<file path="config.mk">
export PLATFORM = sky130hd
export DESIGN_NAME = dcache_ctrl
export DESIGN_NICKNAME = d
export VERILOG_FILES = /design/src/rtl/dcache_ctrl_pkg.sv /design/src/rtl/dcache_line_array.sv /design/src/rtl/dcache_ctrl.sv
export SDC_FILE = /design/constraint.sdc
export NUM_CORES = 1
export LEC_CHECK = 0
export ABC_AREA = 1
export CAP_MARGIN = 10
export CORE_ASPECT_RATIO = 1.1
export CORE_MARGIN = 1.5
export CORE_UTILIZATION = 50
export DETAILED_ROUTE_END_ITERATION = 6
export PLACE_DENSITY_LB_ADDON = 0.08
export SETUP_SLACK_MARGIN = 0.4
export SLEW_MARGIN = 20
export SYNTH_ARGS = -nofsm -noshare
export SYNTH_HDL_FRONTEND = slang
export SYNTH_SLANG_ARGS = --single-unit
</file>
<file path="constraint.sdc">
create_clock -name clk -period 2.6 [get_ports clk]
set_input_delay 0.52 -clock clk [delete_from_list [all_inputs] [get_ports clk]]
set_output_delay 0.52 -clock clk [all_outputs]
set_load 0.05 [all_outputs]
</file>
<file path="src/rtl/dcache_ctrl_pkg.sv">
// Shared definitions for the direct-mapped write-back data cache:
// address/word geometry and controller state encodings.
package dcache_ctrl_pkg;

    localparam int ADDR_W = 16;
    localparam int WORD_W = 16;
    localparam int OFF_W  = 2;

    typedef enum logic [1:0] {
        IDLE = 2'd0,
        WB   = 2'd1,
        FILL = 2'd2
    } state_t;

endpackage

</file>
<file path="src/rtl/dcache_line_array.sv">
// Tag/valid/dirty/data storage for the data cache. One word write port and one
// full-line write port; the line port wins if both are asserted together.
module dcache_line_array
    import dcache_ctrl_pkg::*;
#(
    parameter int LINES  = 4,
    parameter int TAG_W  = 12,
    parameter int LINE_W = 64
) (
    input  logic                     clk,
    input  logic                     reset_n,
    input  logic [$clog2(LINES)-1:0] idx,
    input  logic [OFF_W-1:0]         off,
    input  logic                     word_we,
    input  logic [WORD_W-1:0]        word_data,
    input  logic                     line_we,
    input  logic [TAG_W-1:0]         line_tag,
    input  logic [LINE_W-1:0]        line_data,
    input  logic                     clean_we,
    output logic [TAG_W-1:0]         rd_tag,
    output logic                     rd_valid,
    output logic                     rd_dirty,
    output logic [LINE_W-1:0]        rd_line
);

    logic [LINES-1:0]  valid_q;
    logic [LINES-1:0]  dirty_q;
    logic [TAG_W-1:0]  tag_q  [LINES];
    logic [LINE_W-1:0] data_q [LINES];

    // Only the status bits are reset; tags and data are meaningless while invalid.
    always_ff @(posedge clk or negedge reset_n) begin
        if (!reset_n) begin
            valid_q <= '0;
            dirty_q <= '0;
        end else if (line_we) begin
            valid_q[idx] <= 1'b1;
            dirty_q[idx] <= 1'b0;
        end else if (word_we) begin
            dirty_q[idx] <= 1'b1;
        end else if (clean_we) begin
            dirty_q[idx] <= 1'b0;
        end
    end

    always_ff @(posedge clk) begin
        if (line_we) begin
            tag_q[idx]  <= line_tag;
            data_q[idx] <= line_data;
        end else if (word_we) begin
            data_q[idx][off*WORD_W +: WORD_W] <= word_data;
        end
    end

    assign rd_tag   = tag_q[idx];
    assign rd_valid = valid_q[idx];
    assign rd_dirty = dirty_q[idx];
    assign rd_line  = data_q[idx];

endmodule

</file>
<file path="src/rtl/dcache_ctrl.sv">
// Direct-mapped, write-back, write-allocate data cache controller for the MEM stage.
// Hits complete in the request cycle; misses stall via cpu_ready=0 while WB/FILL run.
module dcache_ctrl
    import dcache_ctrl_pkg::*;
#(
    parameter int LINES = 4,
    parameter int WPL   = 4,
    parameter int CNT_W = 16
) (
    input  logic                    clk,
    input  logic                    reset_n,
    input  logic                    cpu_read,
    input  logic                    cpu_write,
    input  logic [ADDR_W-1:0]       cpu_addr,
    input  logic [WORD_W-1:0]       cpu_wdata,
    output logic [WORD_W-1:0]       cpu_rdata,
    output logic                    cpu_ready,
    output logic                    mem_read,
    output logic                    mem_write,
    output logic [ADDR_W-1:0]       mem_addr,
    output logic [WPL*WORD_W-1:0]   mem_wdata,
    input  logic [WPL*WORD_W-1:0]   mem_rdata,
    input  logic                    mem_ack,
    output logic [CNT_W-1:0]        hit_cnt,
    output logic [CNT_W-1:0]        miss_cnt,
    output logic [1:0]              fsm_state
);

    localparam int IDX_W  = $clog2(LINES);
    localparam int TAG_W  = ADDR_W - OFF_W - IDX_W;
    localparam int LINE_W = WPL * WORD_W;

    state_t state, next_state;

    logic [OFF_W-1:0]  req_off;
    logic [IDX_W-1:0]  req_idx;
    logic [TAG_W-1:0]  req_tag;
    logic [TAG_W-1:0]  rd_tag;
    logic              rd_valid;
    logic              rd_dirty;
    logic [LINE_W-1:0] rd_line;
    logic              hit;
    logic              word_we;
    logic              line_we;
    logic              clean_we;
    logic              hit_inc;
    logic              miss_inc;

    assign req_off   = cpu_addr[OFF_W-1:0];
    assign req_idx   = cpu_addr[OFF_W +: IDX_W];
    assign req_tag   = cpu_addr[ADDR_W-1 -: TAG_W];
    assign hit       = rd_valid && (rd_tag == req_tag);
    assign fsm_state = state;

    dcache_line_array #(
        .LINES  (LINES),
        .TAG_W  (TAG_W),
        .LINE_W (LINE_W)
    ) u_lines (
        .clk       (clk),
        .reset_n   (reset_n),
        .idx       (req_idx),
        .off       (req_off),
        .word_we   (word_we),
        .word_data (cpu_wdata),
        .line_we   (line_we),
        .line_tag  (req_tag),
        .line_data (mem_rdata),
        .clean_we  (clean_we),
        .rd_tag    (rd_tag),
        .rd_valid  (rd_valid),
        .rd_dirty  (rd_dirty),
        .rd_line   (rd_line)
    );

    always_ff @(posedge clk or negedge reset_n) begin
        if (!reset_n) state <= IDLE;
        else          state <= next_state;
    end

    // Request index is held stable during a miss, so the victim is always line req_idx.
    always_comb begin
        next_state = state;
        cpu_ready  = 1'b0;
        cpu_rdata  = '0;
        mem_read   = 1'b0;
        mem_write  = 1'b0;
        mem_addr   = '0;
        mem_wdata  = '0;
        word_we    = 1'b0;
        line_we    = 1'b0;
        clean_we   = 1'b0;
        hit_inc    = 1'b0;
        miss_inc   = 1'b0;
        case (state)
            IDLE: begin
                if (!(cpu_read || cpu_write)) begin
                    cpu_ready = 1'b1;
                end else if (hit) begin
                    cpu_ready = 1'b1;
                    hit_inc   = 1'b1;
                    if (cpu_write) word_we   = 1'b1;
                    else           cpu_rdata = rd_line[req_off*WORD_W +: WORD_W];
                end else begin
                    miss_inc   = 1'b1;
                    next_state = (rd_valid && rd_dirty) ? WB : FILL;
                end
            end
            WB: begin
                mem_write = 1'b1;
                mem_addr  = {rd_tag, req_idx, {OFF_W{1'b0}}};
                mem_wdata = rd_line;
                if (mem_ack) begin
                    clean_we   = 1'b1;
                    next_state = FILL;
                end
            end
            FILL: begin
                mem_read = 1'b1;
                mem_addr = {req_tag, req_idx, {OFF_W{1'b0}}};
                if (mem_ack) begin
                    line_we    = 1'b1;
                    next_state = IDLE;
                end
            end
            default: next_state = IDLE;
        endcase
        // While reset is held the CPU side must look idle-but-not-ready.
        if (!reset_n) begin
            cpu_ready = 1'b0;
            cpu_rdata = '0;
        end
    end

    always_ff @(posedge clk or negedge reset_n) begin
        if (!reset_n) begin
            hit_cnt  <= '0;
            miss_cnt <= '0;
        end else begin
            if (hit_inc)  hit_cnt  <= hit_cnt + CNT_W'(1);
            if (miss_inc) miss_cnt <= miss_cnt + CNT_W'(1);
        end
    end

endmodule
</file>
==> summary.md, run 1 <==
| Metric | Value |
|---|---|
| Reg clk slew, reported paths | 0.07 ns |
| R2R Setup Slk | -0.56 ns |
| Core ar. | roughly 33000 µm² |
| Final Max Tran Viols | 0 |
| Final Critical Period | approximately 3.3 ns |
| WP data required | 2.08 ns |
| Net count, final | between 2000 and 2500 |
| Pleak | 10.7 nW |
| Layout cell share with drive strength beyond 1 | 0.328 |
| Status | finished, violations left |
| Largest net degree at the start of global routing | 46 |
| DR vias/cell | between 5 and 6 |
| Ys flop type | edfxtp_1 |
| Clock buffer depth | 3 |
| Remaining Overflow, GRT | 0 |
| Mapped Avg Cell Area | roughly 9.6 µm² |
| Sw frac | 0.302 |
| Failing checks | negative setup slack |
| Yosys warnings | 0 |
| Dpl cells | roughly 2600 |
| Final WS setup | -0.656 ns |
| Final hold slack | ~0.14 ns |
| Slowest stage cell, crit path | edfxtp_1 |
| Worst-margin pin slew | 0.560 ns |
| Final hold vios | 0 |
| Overall power | between 15 and 20 mW |
| Highest-count cells in the layout ignoring fill and taps | 495 x nand2_1, 304 x edfxtp_1, 241 x buf_4 |
| DP Wirelength | slightly above 40000 µm |
| Layout Cells excl Fill | between 2000 and 3000 |
| Async S/R FF share, synth | 0.121 |
| Synth Cell Area | 16700 µm² |
| WL per Instance | about 21 µm |
| First-pass GRT wire length | ~87000 µm |
| GRT Total Usage | 0.334 |
| Arrival time of the worst setup path | between 2 and 3 ns |
| CP cell instances | nand2_1 -> nand2_1 -> nand2_1 -> nand2_1 -> nand2_1 -> nand2_1 -> nor2_2 -> nand2_1 -> nor2_2 -> nand2_2 -> nor2_4 -> nand4_4 -> buf_12 -> nor2_4 -> buf_12 |
| Post-synth EDFFs | around 300 |
| Flop pwr share | 0.405 |
| CTS Buf Count | 37 |
| CTS Sinks | 346 |
| F_max | a little over 300 MHz |
| Drt total wl | 58100 µm |
| Worst Path Max Fanout | 7 |
| Worst reg2reg startpoint | u_lines.tag_q[1][1] |
| I/O pin count | 234 |
| Final setup TNS | -135.53 ns |
| Routability cong. | approximately 1.0 |
| RSZ-0062 raised after global routing | yes |
| Yosys reg bits | 346 |
| CTS tree | done |
| NetSw | between 4 and 5 mW |
| Die ar. | ~35000 µm² |
| Die X | around 180 µm |
| CP Capture Type | output port |
| Syn Inst Count | around 1800 |
| Drt drc | 0 |
| Syn-to-layout area delta | 58.5% |
| Sequential cell area fraction in the yosys report | 0.608 |
| Crit-path max cell delay | between 0.4 and 0.5 ns |
| Maximum vdd drop | roughly 0.0006 V |
| Comb pwr share | 0.261 |
| Cell Int Power | between 10 and 15 mW |
| DRT antenna net count | 0 |
| # port buffers | between 200 and 250 |
| Die Ht | about 190 µm |
| Ant diodes | 0 |
| Clock power share | 0.334 |
| Pre-CTS WS | -1.09 ns |
| Max Cap Viol | 0 |
| Worst rel slew slack | 0.627 |
| Site Rows | 70 |
| Via count | between 15000 and 20000 |
| Critical path class | flip-flop to output port |
| # hold bufs at CTS | 0 |
| Launch point of the worst path | u_lines.tag_q[1][1] |
| Initial Util | 0.506 |
| H-tree Lvls | 2 |
| Final Setup Violations | around 330 |
| Fin crit share | 1.25 |
| Initial drt markers | ~1700 |
| PwrDens | roughly 620 nW/µm² |
| Initial antenna violation count | 0 |
| Most common cell after layout, fill and taps aside | nand2_1 |
| Pre-Repair DR Iteration Count | 7 |
| CP Launch Type | flip-flop |
| Clock skew | between 0.015 and 0.02 ns |
| Vias in the first global route | around 15000 |
| Fillers | 1952 |
| Clk_lat worst skew | 0.54 ns |
| Post-synth cell types | 39 |
| Clk root buf | clkbuf_16 |
| Crit path top cell by count | nand2_1 |
| Min-Delay Path Class | input pin to asynchronous set/reset pin |
## flip-flops by register name (all words and copies together), names as in the netlist, named ones only
signal,flops
fsm_state,2
u_lines.tag_q,48
hit_cnt,16
u_lines.valid_q,4
miss_cnt,16
u_lines.data_q,256
## synthesized netlist by cell type (2+ instances only)
library cell / n / area, µm²
inv_1: 124 / 465
a22o_1: 9 / 78.8
nor3_1: 30 / 150
a21oi_1: 54 / 270
nor2_2: 3 / 18.8
edfxtp_1: 304 / 9130
buf_1: 3 / 11.3
a221o_1: 12 / 120
clkbuf_1: 67 / 251
or2_2: 5 / 31.3
nand3_2: 5 / 50.1
xor2_1: 21 / 184
o22ai_1: 11 / 68.8
nor2_1: 199 / 747
nand4_1: 77 / 482
o21bai_1: 4 / 30.0
nand2_1: 527 / 1980
dfrtp_1: 42 / 1050
nand3_1: 76 / 380
ha_1: 10 / 125
nor4_1: 2 / 12.5
nand3b_1: 3 / 22.5
xnor2_1: 7 / 61.3
o21ai_0: 58 / 290
a221oi_1: 9 / 78.8
buf_4: 3 / 22.5
buf_2: 16 / 80.1
a22oi_1: 44 / 330
inv_2: 4 / 15.0
buf_6: 13 / 146
## timing repair
item,4_1_cts,5_1_grt
setup buffers,50,4
setup endpoints to repair,681,679
gates resized for setup,197,17
pin swaps,55,9
cloned,11,7
## final timing paths
path	end	cells past startpoint
min in group clk	u_lines.valid_q[2]	4
worst min-delay path	hit_cnt[1]	2
worst max register to register	u_lines.data_q[3][36]	24
worst min register to register	flip-flop	2
worst max-delay path	cpu_rdata[3]	15
max in group asynchronous	fsm_state[1]	2
## critical path: cells and delay by family (launching register included)
| kind | cells | cell delay (ns) |
|---|---|---|
| flip-flops | 1 | 0.43 |
| AND/OR/NAND/NOR | 13 | 1.38 |
| buffers and inverters | 2 | 0.39 |
## layout make-up
| cell class | count | area [µm²] | share of cell area |
|---|---|---|---|
| Clock inverter | 22 | 253 | 0.00952 |
| Timing Repair inverter | 1 | 6.26 | 0.000236 |
| Clock buffer | 46 | 1000 | 0.0377 |
| Multi-Input combinational cell | 1174 | 7000 | 0.264 |
| Sequential cell | 346 | 10200 | 0.384 |
| Inverter | 129 | 544 | 0.0205 |
| Tap cell | 432 | 541 | 0.0204 |
| Timing Repair Buffer | 583 | 7030 | 0.265 |
## kinds of logic after synthesis
group,synth area share
simple gates,0.233
flops,0.608
buf+inv,0.0598
compound gates,0.0770
xor+xnor,0.0146
fa+ha+maj,0.00747
other cells,0.000224
## stage by stage
| stage | area (µm²) | utilization |
|---|---|---|
| 2_1_floorplan | 17900 | - |
| 6_report | 26600 | 0.802 |
| 5_1_grt | 26600 | 0.802 |
| 3_5_place_dp | 23700 | 0.715 |
| 3_3_place_gp | 23700 | 0.715 |
| 4_1_cts | 26300 | 0.795 |
## power by group through the flow
stage / logic [mW] / registers, mW / clock network, mW
floorplan: 1.81 / 7.00 / 0
global placement: 3.79 / 6.71 / 0
detailed placement: 3.83 / 6.73 / 0
CTS: 4.16 / 6.63 / 5.48
global route: 4.52 / 6.66 / 5.70
finish: 4.28 / 6.63 / 5.48
## metal layers
metal,part of all wire,vias up,wire length (µm),track usage
li1,-,7053,-,-
met1,0.39,7294,22600,0.444
met2,0.47,885,27500,0.540
met3,0.086,172,5000,0.0536
met4,0.050,0,2930,0.152
met5,0,-,0,0
Note: power is estimated with default switching activity, not from simulation.
==> run 2: changes to the inputs <==
--- a/config.mk
+++ b/config.mk
@@ -10,6 +10,7 @@
 export CORE_ASPECT_RATIO = 1.1
 export CORE_MARGIN = 1.5
 export CORE_UTILIZATION = 50
+export CTS_CLUSTER_DIAMETER = 40
 export DETAILED_ROUTE_END_ITERATION = 6
 export PLACE_DENSITY_LB_ADDON = 0.08
 export SETUP_SLACK_MARGIN = 0.4
==> summary.md, run 2 (synthesis results as in run 1) <==
| Metric | Value |
|---|---|
| Flop pwr share | 0.385 (-0.020) |
| Clk_lat worst skew | 0.56 ns (+0.02 ns) |
| NetSw | 5.35 mW (+8.2%) |
| Reg clk slew, reported paths | 0.06 ns (about the same) |
| Regs by FF count | u_lines.data_q (256), u_lines.tag_q (48) |
| Clk root buf | clkbuf_16 |
| Net count, final | 2397 (+0.59%) |
| Max reg flops | 256 (unchanged) |
| Initial Util | 0.506 (unchanged) |
| # hold bufs at CTS | 0 (unchanged) |
| RSZ-0062 raised after global routing | yes |
| Clock skew | 0.0289 ns (+0.00926 ns) |
| Worst-margin pin slew | 0.525 ns (-0.0344 ns) |
| Worst rel slew slack | 0.646 (+0.0192) |
| Pleak | 11.1 nW (+3.1%) |
| Cell Int Power | 11.9 mW (+4.0%) |
| Initial antenna violation count | 0 (unchanged) |
| Status | finished, violations left |
| Final Critical Period | 3.25 ns (-0.00489 ns) |
| CTS Buf Count | 43 (+16%) |
| Die X | 177 µm (unchanged) |
| Final hold vios | 0 (unchanged) |
| Final WS setup | -0.651 ns (+0.00489 ns) |
| Syn-to-layout area delta | 66.8% |
| DP Wirelength | 40300 µm (unchanged) |
| Pre-Repair DR Iteration Count | 6 (-1) |
| Highest-count cells in the layout ignoring fill and taps | 375 x nand2_1, 304 x edfxtp_1, 221 x buf_4 |
| GR Util met2 | 0.545 (+0.00550) |
| Largest net degree at the start of global routing | 46 (unchanged) |
| Final Setup Violations | 280 (-16%) |
| Worst Path Max Fanout | 7 (unchanged) |
| Initial drt markers | 1606 (-4.1%) |
| Die Ht | 195 µm (unchanged) |
| CTS tree | done |
| Met3 Use GR | 0.0516 (-0.00196) |
| Final hold slack | 0.140 ns (-0.00477 ns) |
| H-tree Lvls | 2 (unchanged) |
| Min-Delay Path Class | input pin to asynchronous set/reset pin |
| Largest Register | u_lines.data_q |
| Fin crit share | 1.25 (-0.00188) |
| Core ar. | 33100 µm² (unchanged) |
| Comb pwr share | 0.261 (about the same) |
| WP data required | 2.08 ns (about the same) |
| Maximum vdd drop | 0.000514 V (-15%) |
| Vias in the first global route | 15200 (+1.1%) |
| Failing checks | negative setup slack |
| DRT antenna net count | 0 (unchanged) |
| Ant diodes | 0 (unchanged) |
| Routability cong. | 1.05 (unchanged) |
| Final Max Tran Viols | 0 (unchanged) |
| Drt drc | 0 (unchanged) |
| GR Util met1 | 0.442 (-0.00194) |
| I/O pin count | 234 (unchanged) |
| Critical path class | flip-flop to output port |
| DR vias/cell | 5.75 (+2.0%) |
| Max Cap Viol | 0 (unchanged) |
| Remaining Overflow, GRT | 0 (unchanged) |
| Die ar. | 34600 µm² (unchanged) |
| CP Launch Type | flip-flop |
| WL per Instance | 22.4 µm (+5.3%) |
| Final Util | 0.844 (+0.0417) |
| Clock buffer depth | 3 (unchanged) |
| Site Rows | 70 (unchanged) |
| GRT Total Usage | 0.336 (+0.00152) |
| Layout cell share with drive strength beyond 1 | 0.393 (+0.0652) |
| CTS Sinks | 346 (unchanged) |
| CP Capture Type | output port |
| Arrival time of the worst setup path | 2.73 ns (about the same) |
| Clock power share | 0.354 (+0.020) |
| First-pass GRT wire length | 87200 µm (+0.62%) |
| Sw frac | 0.310 (+0.00835) |
| Drt total wl | 61600 µm (+6.1%) |
| Via count | 15800 (+2.8%) |
| # port buffers | 231 (unchanged) |
| PwrDens | 618 nW/µm² (about the same) |
| GR peak layer | met2 |
| F_max | 308 MHz (+0.15%) |
| Most common cell after layout, fill and taps aside | nand2_1 |
-- run 2: cell count changes in the layout (fill, tap and decap cells not counted), moves of 5 or more --
cell and delta:
nand2_2 +37, buf_4 -20, buf_6 +18, inv_8 +5, nand2_8 +7, nand2_1 -120
clkbuf_16 +8, nand2_4 +76, nand3_4 +5
-- run 2: worst paths after layout --
kind | end | start | cells past startpoint | slack (ns)
min in group clk | u_lines.valid_q[2] | cpu_addr[3] | 3 | 0.33
worst max-delay path | cpu_rdata[3] | u_lines.tag_q[0][10] | 15 | -0.65
worst max register to register | u_lines.data_q[0][19] | u_lines.tag_q[0][10] | 20 | -0.18
worst min register to register | u_lines.valid_q[2] | u_lines.valid_q[2] | 2 | 0.47
worst min-delay path | asynchronous set/reset pin | reset_n | 2 | 0.14
max in group asynchronous | fsm_state[0] | reset_n | 2 | 2.07
-- run 2: metrics by stage --
step	power [mW]	std cells	instance area (µm²)	setup TNS, ns	worst slack [ns]
floorplan	8.80	1752	17900	-3.34	-0.239
global placement	10.5	2593	23700	-505.92	-1.05
detailed placement	10.6	2593	23700	-528.36	-1.09
CTS	16.9	2724	26600	-11.57	-0.625
global route	17.8	2753	27900	-80.09	-0.763
finish	17.3	2753	27900	-31.59	-0.651
-- run 2: per-layer routing --
metal  share of wire  vias to the layer above  wire (µm)
met5               0                        -          0
met4           0.054                        0       3340
met3           0.083                      193       5130
met2            0.48                      937      29900
met1            0.38                     7601      23300
li1                -                     7102          -
-- run 2: worst max-delay path: stages (launching register included) --
cell,delay (ns)
edfxtp_1,0.37
nand2_1,0.08
nand2_1,0.06
nand2_2,0.08
nand2_2,0.06
nand2_1,0.06
nand2_1,0.10
nor2_1,0.14
nand2_1,0.10
nor2_2,0.16
nand2_4,0.09
nor2_4,0.14
nand4_4,0.21
buf_12,0.24
nor2_4,0.15
buf_12,0.15
-- run 2: final cells by class --
type                       instances  area, µm²
timing repair inverter             2       17.5
fill                            1686       5170
clock inverter                    31        348
clock buffer                      49       1130
sequential                       346      10200
timing repair buffer             589       7250
multi-input combinational       1175       7900
inverter                         129        566
tap                              432        541
-- run 2: power groups by stage --
stage / clock [mW] / combinational, mW / sequential, mW
floorplan: 0 / 1.81 / 7.00
global placement: 0 / 3.79 / 6.71
detailed placement: 0 / 3.83 / 6.73
CTS: 6.13 / 4.16 / 6.62
global route: 6.36 / 4.74 / 6.66
finish: 6.11 / 4.50 / 6.64
-- run 2: what timing repair did --
item                       CTS  global route
setup endpoints to repair  681           670
gates resized for setup    239           253
pin swaps                   54            38
hold endpoints to repair     0             0
buffers inserted            40            18
cloned                      11            11
